--- src/rtl/wb_shared_bus_pkg.sv ---
// Shared definitions for the 4-master Wishbone shared bus: arbiter states,
// master count and master-index types, used by the arbiter, bus mux and bench.
package wb_shared_bus_pkg;

    localparam int NUM_M   = 4;
    localparam int M_IDX_W = 2;

    typedef logic [M_IDX_W-1:0] m_idx_t;
    typedef logic [NUM_M-1:0]   m_vec_t;

    typedef enum logic [1:0] {
        ST_IDLE  = 2'd0,
        ST_BUSY  = 2'd1,
        ST_TOERR = 2'd2
    } arb_state_t;

    function automatic m_vec_t idx_to_onehot(input m_idx_t idx);
        m_vec_t vec;
        vec      = '0;
        vec[idx] = 1'b1;
        return vec;
    endfunction

endpackage

--- src/rtl/wb_rr_pick.sv ---
// Combinational 4-way round-robin picker: searches last+1, last+2, last+3, last
// (mod 4) among the unmasked requests and returns the first hit.
module wb_rr_pick
    import wb_shared_bus_pkg::*;
(
    input  logic [3:0] req,
    input  logic [1:0] last,
    input  logic [3:0] mask,
    output logic       valid,
    output logic [3:0] pick,
    output logic [1:0] pick_id
);

    logic [3:0] cand;
    logic [1:0] order_id [4];
    logic [3:0] order_hit;

    assign cand = req & ~mask;

    // Position gi in the search order is master last+gi+1, wrapping naturally in 2 bits.
    generate
        for (genvar gi = 0; gi < 4; gi++) begin : g_order
            assign order_id[gi]  = last + 2'(gi + 1);
            assign order_hit[gi] = cand[order_id[gi]];
        end
    endgenerate

    always_comb begin
        valid   = 1'b0;
        pick_id = last;
        for (int i = 3; i >= 0; i--) begin
            if (order_hit[i]) begin
                valid   = 1'b1;
                pick_id = order_id[i];
            end
        end
    end

    assign pick = valid ? idx_to_onehot(pick_id) : 4'b0000;

endmodule

--- src/rtl/wb_shared_bus_arb.sv ---
// Round-robin bus arbiter with a stalled-transfer watchdog for the 4-master
// Wishbone shared bus. Grants are held for the whole CYC, never preempted.
module wb_shared_bus_arb #(
    parameter int NUM_M     = 4,
    parameter int TO_CYCLES = 255,
    parameter int TO_W      = 16
) (
    input  logic             clk,
    input  logic             rst,
    input  logic [NUM_M-1:0] m_cyc,
    input  logic [NUM_M-1:0] m_stb,
    input  logic             s_ack,
    input  logic             s_err,
    input  logic             s_rty,
    input  logic             to_clr,
    output logic [NUM_M-1:0] gnt,
    output logic [1:0]       gnt_id,
    output logic             busy,
    output logic             to_err,
    output logic             to_flag,
    output logic [1:0]       to_id
);
    import wb_shared_bus_pkg::*;

    localparam logic [TO_W-1:0] WD_FIRE = TO_W'(TO_CYCLES - 1);
    localparam logic [TO_W-1:0] WD_MAX  = TO_W'(TO_CYCLES);

    arb_state_t       state_reg;
    logic [3:0]       gnt_reg;
    logic [1:0]       gnt_id_reg;
    logic [1:0]       last_reg;
    logic             busy_reg;
    logic             to_err_reg;
    logic             to_flag_reg;
    logic [1:0]       to_id_reg;
    logic [TO_W-1:0]  wd_reg;

    logic             pick_valid;
    logic [3:0]       pick_vec;
    logic [1:0]       pick_id;
    logic             owner_cyc;
    logic             owner_stb;
    logic             term;
    logic             stall;

    assign owner_cyc = m_cyc[gnt_id_reg];
    assign owner_stb = m_stb[gnt_id_reg];
    assign term      = s_ack | s_err | s_rty;
    assign stall     = owner_stb & ~term;

    // Masking with the current grant excludes the owner on handover; in IDLE the
    // grant is zero so every requester is a candidate.
    wb_rr_pick u_pick (
        .req     (m_cyc),
        .last    (last_reg),
        .mask    (gnt_reg),
        .valid   (pick_valid),
        .pick    (pick_vec),
        .pick_id (pick_id)
    );

    always_ff @(posedge clk or negedge rst) begin
        if (!rst) begin
            state_reg   <= ST_IDLE;
            gnt_reg     <= '0;
            gnt_id_reg  <= '0;
            last_reg    <= 2'd3;
            busy_reg    <= 1'b0;
            to_err_reg  <= 1'b0;
            to_flag_reg <= 1'b0;
            to_id_reg   <= '0;
            wd_reg      <= '0;
        end else begin
            to_err_reg <= 1'b0;
            if (to_clr) begin
                to_flag_reg <= 1'b0;
            end

            case (state_reg)
                ST_IDLE: begin
                    if (pick_valid) begin
                        state_reg  <= ST_BUSY;
                        gnt_reg    <= pick_vec;
                        gnt_id_reg <= pick_id;
                        last_reg   <= pick_id;
                        busy_reg   <= 1'b1;
                        wd_reg     <= '0;
                    end
                end

                ST_BUSY: begin
                    if (!owner_cyc) begin
                        wd_reg <= '0;
                        if (pick_valid) begin
                            gnt_reg    <= pick_vec;
                            gnt_id_reg <= pick_id;
                            last_reg   <= pick_id;
                        end else begin
                            state_reg <= ST_IDLE;
                            gnt_reg   <= '0;
                            busy_reg  <= 1'b0;
                        end
                    end else if (!stall) begin
                        wd_reg <= '0;
                    end else if (wd_reg == WD_FIRE) begin
                        state_reg  <= ST_TOERR;
                        to_err_reg <= 1'b1;
                    end else if (wd_reg != WD_MAX) begin
                        wd_reg <= wd_reg + 1'b1;
                    end
                end

                ST_TOERR: begin
                    // Written after the to_clr default so a coincident fire wins.
                    to_flag_reg <= 1'b1;
                    to_id_reg   <= gnt_id_reg;
                    wd_reg      <= '0;
                    state_reg   <= ST_BUSY;
                end

                default: begin
                    state_reg <= ST_IDLE;
                    gnt_reg   <= '0;
                    busy_reg  <= 1'b0;
                end
            endcase
        end
    end

    assign gnt     = gnt_reg;
    assign gnt_id  = gnt_id_reg;
    assign busy    = busy_reg;
    assign to_err  = to_err_reg;
    assign to_flag = to_flag_reg;
    assign to_id   = to_id_reg;

endmodule

--- config.mk ---
export PLATFORM = sky130hd
export DESIGN_NAME = wb_shared_bus_arb
export DESIGN_NICKNAME = d
export VERILOG_FILES = /design/src/rtl/wb_shared_bus_pkg.sv /design/src/rtl/wb_rr_pick.sv /design/src/rtl/wb_shared_bus_arb.sv
export SDC_FILE = /design/constraint.sdc
export NUM_CORES = 1
export LEC_CHECK = 0
export CAP_MARGIN = 40
export CELL_PAD_IN_SITES_DETAIL_PLACEMENT = 0
export CELL_PAD_IN_SITES_GLOBAL_PLACEMENT = 1
export CORE_ASPECT_RATIO = 0.9
export CORE_UTILIZATION = 42
export CTS_CLUSTER_SIZE = 8
export DETAILED_ROUTE_END_ITERATION = 12
export HOLD_SLACK_MARGIN = 0.02
export PLACE_DENSITY_LB_ADDON = 0.1
export SKIP_LAST_GASP = 1
export SYNTH_ARGS = -nofsm -noshare
export SYNTH_HDL_FRONTEND = slang
export SYNTH_SLANG_ARGS = --single-unit
--- constraint.sdc ---
create_clock -name clk -period 2.12 [get_ports clk]
set_clock_uncertainty 0.15 [all_clocks]
set_input_delay 0.636 -clock clk [delete_from_list [all_inputs] [get_ports clk]]
set_output_delay 0.636 -clock clk [all_outputs]
set_load 0.02 [all_outputs]
Word level (Yosys, flattened, before mapping):

Cells that the tools add are included.

* bits in registers: 31
* bits in latches: 0
* RAM bits: 0
* memory bits (read-only): 0
* bits of input ports: 14
* output and inout bits: 11
* logic and storage cells: 102
* memories: 0

* add/subtract/negate cells: 4
* multipliers: 0
* divide/modulo/power cells: 0
* order comparisons: 7
* equality and inequality tests: 12
* shift-type cells: 0
* muxes and demuxes: 53
* bitwise gates (word level): 7
* reductions and logical operators: 10

Operators by type and width (number)
* two-way mux 16 bit: 5
* one-hot mux 16 bit (3 select lines): 1
* two-way mux 2 bit: 12
* two-way mux 1 bit: 20
* less-than comparator 2 x 3 -> 1 bit (second input constant): 6
* adder 16 x 1 -> 16 bit (second input constant): 1
* equality test 16 x 8 -> 1 bit (second input constant): 1
* inequality test 16 x 8 -> 1 bit (second input constant): 1
* binary-select mux 1 bit (select 2 bit): 6
* two-way mux 4 bit: 3
* one-hot mux 4 bit (3 select lines): 1
* AND reduction 4 bit: 3
* inequality test 3 bit (second input constant): 3
* inequality test 4 bit (second input constant): 2
* one-hot mux 2 bit (2 select lines): 2
* inequality test 2 bit (second input constant): 3
* one-hot mux 2 bit (3 select lines): 1
* adder 2 bit (second input constant): 2
* bitwise AND 4 bit: 1
* inverter 4 bit: 1
* nonzero test 2 bit: 2
* one-hot mux 1 bit (3 select lines): 1
* AND reduction 3 bit: 1
* nonzero test 3 bit: 1
* other kinds (11): 13

Depth between registers and ports, before layout:

* depth after elaboration: 14
* gate-level depth with buffers: 7

Modules after synthesis:

From an unflattened synthesis, not the netlist that was laid out.

* cell total of the unflattened synthesis: 202
* area, all modules: 1878.1 um^2

Modules (own cells, without submodules)
* wb_shared_bus_arb: instances 1, cells each 172, area an instance 1660.3 um^2
* wb_rr_pick: instances 1, cells each 30, area an instance 217.7 um^2

Worst setup path after synthesis:

OpenSTA, ideal clock, no wires.

* path kind: input-to-reg
* start: in s_err
* end: reg wd_reg[7]
* setup time: 82 ps
* arrival time: 1785 ps
* data required time: 1888 ps
* setup slack: 104 ps
* stages on the path: 6
* buffers on the path: 1
* cell sequence: nor3_1 -> nand2_2 -> or3_4 -> buf_6 -> a31o_1 -> a31oi_1

* cells in the longest elaborated chain, start to end: 7
* elaborated cells between the ends (all ways): 10

Ends and longest elaborated chain
* start: declaration: line wb_shared_bus_arb.sv:13 `input logic s_err,`
* bitwise OR 1 bit * (2 in series): line wb_shared_bus_arb.sv:48 `assign term = s_ack | s_err | s_rty;`
* inverter 1 bit *: line wb_shared_bus_arb.sv:49 `assign stall = owner_stb & ~term;`
* bitwise AND 1 bit *: line wb_shared_bus_arb.sv:49
* two-way mux 16 bit: line wb_shared_bus_arb.sv:103 `end else if (!stall) begin`
* two-way mux 16 bit: line wb_shared_bus_arb.sv:92 `if (!owner_cyc) begin`
* one-hot mux 16 bit (3 select lines): line wb_shared_bus_arb.sv:79 `case (state_reg)`
* end signal: assignment: line wb_shared_bus_arb.sv:109 `wd_reg <= wd_reg + 1'b1;`
* end: declaration: line wb_shared_bus_arb.sv:36 `logic [TO_W-1:0] wd_reg;`

Mark *: on every way between the ends. The rest lies on a longest branch, timed or not.
A chain may end at the register's enable or synchronous reset.

Worst setup path after layout:

* start: in m_stb[3]
* end: reg wd_reg[8]

* cells in the longest elaborated chain, start to end: 6
* elaborated cells between the ends (all ways): 9

Ends and longest elaborated chain
* start: declaration: line wb_shared_bus_arb.sv:11 `input logic [NUM_M-1:0] m_stb,`
* binary-select mux 1 bit (select 2 bit) *: line wb_shared_bus_arb.sv:47 `assign owner_stb = m_stb[gnt_id_reg];`
* two-way mux 1 bit (implied by the code) *: line wb_shared_bus_arb.sv:47
* bitwise AND 1 bit *: line wb_shared_bus_arb.sv:49
* two-way mux 16 bit: line wb_shared_bus_arb.sv:103
* two-way mux 16 bit: line wb_shared_bus_arb.sv:92
* one-hot mux 16 bit (3 select lines): line wb_shared_bus_arb.sv:79

Mark *: on every way between the ends. The rest lies on a longest branch, timed or not. The select of a mux whose other input is x is not followed.

==> impl_metrics.toml <==
[synthesis]
ys_warn_count = 0
synth_area_leaders = "dfrtp_1 41%, mux2_2 3.9%, nand2_1 3.4%, a21oi_1 3.1%, dfstp_2 3.0%"
synth_top_area_share_pct = 41.4
postSynthAreaPerCell_um2 = 9.95
yosysSeqAreaShare_pct = 44.4
synth.distinct_cells = 50
async_reset_ff_share_pct = 100
yosysMostFrequentCell = "dfrtp_1"
synth_seq_cells = 31
synth_top_area_cell = "dfrtp_1"
synth_common_cells = "29 x dfrtp_1, 16 x nand2_1, 11 x a21oi_1"
synth-edff-count = 0
synthCells = 176
post_synth_instance_area_um2 = 1750
synth.net_count = 192
synth_top_flop_cell = "dfrtp_1"

[global_routing]
antenna_found_initial = 0
grt-ovfl-total = 0
grt_use_met2_pct = 38.6
grt_most_used_layer = "met2"
grt_usage_pct = 23.4
groute.layer.met3.usage_pct = 6.72
grt_use_met1_pct = 29.9
grt_start_max_net_pins = 32
grt_pass1_wl_mm = 7.99
grt_pass1_vias = 1647

[setup_path]
cp_slowest_cell = "mux4_2"
cp.required_ns = 2.14
worstPathCellList = "dlygate4sd2_1 -> mux4_2 -> nand2_4 -> buf_4 -> buf_4 -> nor3_4 -> buf_12 -> a32oi_1 -> nand2_1"
crit_path_max_fanout = 10
max_stage_delay_ns = 0.49
cp_common_cell = "buf_4"
crit_type = "in2reg"
startpoint_type = "primary input"
crit_path_end_kind = "register"
crit_arrival_ns = 2.11

[floorplanning]
num_rows = 21
die_area_um2 = 4430
fp.dieH_um = 63.3
io_pins = 25
start_util_pct = 45.4
coreArea_um2 = 3860
die_w_um = 70.1

[cells_and_area]
syn_to_final_growth_pct = 34.5
layoutNonFillerInstCount = 276
final_util_pct = 61.0
largest_reg_flops = 16
final_net_count = 245
n_antenna_cell = 0
design_area_um2 = 2360
drive_above_1_share_pct = 23.9

[placed_design]
place_ws_ns = -0.579
placedCellCount = 260
place.gp.congestion = 0.774
portBuffers = 24
post-dp-hpwl_mm = 3.31
placed_cell_area_um2 = 2170

[power_and_ir_drop]
p_sw_uw = 733
sw_frac_of_total_pct = 34.8
clkPwrFrac_pct = 21.0
powerDensity_nw_per_um2 = 895
power_frac_seq_pct = 38.6
power_frac_comb_pct = 40.5
fin_total_pwr_mw = 2.11
p_leak_nw = 1.04
peakVddDrop_mv = 0.657
power.internal_mw = 1.38

[route]
vias_per_cell = 5.89
routed_wl_mm = 4.63
drc = 0
routedWlPerCell_um = 16.8
drt_iter0_drc = 97
ant_nets = 0
num_vias = 1627
dr.pass1.iters = 4

[timing]
setup_slack_ns = 0.0365
hold_viol_final = 0
worst_pin_slew_ns = 0.404
drv_slew = 0
fin_crit_ns = 2.08
setup_viol = 0
timing.final.crit_share_pct = 98.3
maxSlewHeadroom_pct = 73.1
grt_setup_unrepaired = "true"
fmax_ghz = 0.480

[clock_tree]
clock_latency_ns = 0.28
cts.clk_slew.worst_paths_ns = 0.06
cts_buffers = 5
ctsHoldBuffers = 0
clockRootBuffer = "clkbuf_8"
htreeDepth = 2
clk_path_buf_depth = 2
clock-sinks = 31
cts_tree = "yes"

[flow_run]
cap_viol_max_count = 0

[worst_hold_path]
hold_path.class = "reg2reg"

[status]
status = "finished, final reports clean"
-- critical path: cells and delay by family --
kind | cells | cell delay, ns
mux | 1 | 0.49
buf+inv | 4 | 0.61
compound gates | 1 | 0.17
simple gates | 3 | 0.20
-- layout make-up --
class | count | area [µm²]
fillers | 341 | 1510
repair buffers | 53 | 467
inverters | 4 | 15.0
flip-flops and latches | 31 | 779
well taps | 46 | 57.6
multi-input cells | 134 | 957
clock buffers | 8 | 80.1
-- cell families (layout without fill, tap and decap cells) --
logic type | after synthesis | after routing | share of synthesized area, %
buf+inv | 11 | 65 | 2.93
fa+ha+maj | 2 | 2 | 1.43
compound gates | 51 | 51 | 20.4
simple gates | 71 | 71 | 23.1
mux | 10 | 10 | 7.79
flops | 31 | 31 | 44.4
-- worst paths after layout --
check,from,to,slack (ns),cells after the start
setup / recovery,m_stb[3],wd_reg[8],0.04,9
hold / removal,wd_reg[15],wd_reg[15],0.36,1
setup reg to reg,gnt_id[0],wd_reg[7],0.09,6
hold reg to reg,wd_reg[15],wd_reg[15],0.36,1
max in group asynchronous,rst,last_reg[0],0.89,2
min in group asynchronous,rst,to_id[0],0.59,2
-- layout by cell type (no fill, tap or decap), types with 3 or more instances in the layout --
| cell type | n |
|---|---|
| o21ai_0 | 6 |
| clkbuf_8 | 5 |
| a31oi_1 | 6 |
| and4_1 | 4 |
| inv_1 | 4 |
| clkdlybuf4s50_1 | 11 |
| or3_1 | 3 |
| nand2b_1 | 6 |
| a41oi_1 | 3 |
| and2_1 | 4 |
| dfrtp_1 | 28 |
| nand4_1 | 7 |
| nand3_1 | 6 |
| clkdlybuf4s15_1 | 4 |
| a21o_1 | 3 |
| nor2_1 | 10 |
| dlygate4sd2_1 | 9 |
| buf_4 | 26 |
| mux2_2 | 6 |
| clkbuf_1 | 3 |
| a21oi_1 | 11 |
| nand2_1 | 16 |
| and3_1 | 4 |
-- stage by stage --
step,hold WS [ns],TNS [ns]
4_1_cts,0.362,0
5_1_grt,0.382,-0.0711
3_3_place_gp,0.318,-10.15
3_5_place_dp,0.351,-12.62
6_report,0.356,0
2_1_floorplan,0.190,0
-- routing by layer --
metal / vias up / share of wire (%)
li1: 778 / -
met1: 808 / 44
met2: 39 / 51
met3: 2 / 4.8
met4: 0 / 0.43
met5: - / 0
-- timing repair --
action                     4_1_cts  5_1_grt
buffers inserted                 6        2
setup endpoints to repair       29       15
gates resized for setup         25        3
pin swaps                        6        2
-- power groups by stage --
stage	combinational (mW)	sequential, mW	clock, mW
final	0.853	0.814	0.442
after global routing	0.927	0.832	0.482
after CTS	0.821	0.815	0.453
after detailed placement	0.805	0.821	0
after global placement	0.772	0.808	0
after floorplan	0.433	0.855	0
Note: power is estimated with default switching activity, not from simulation.
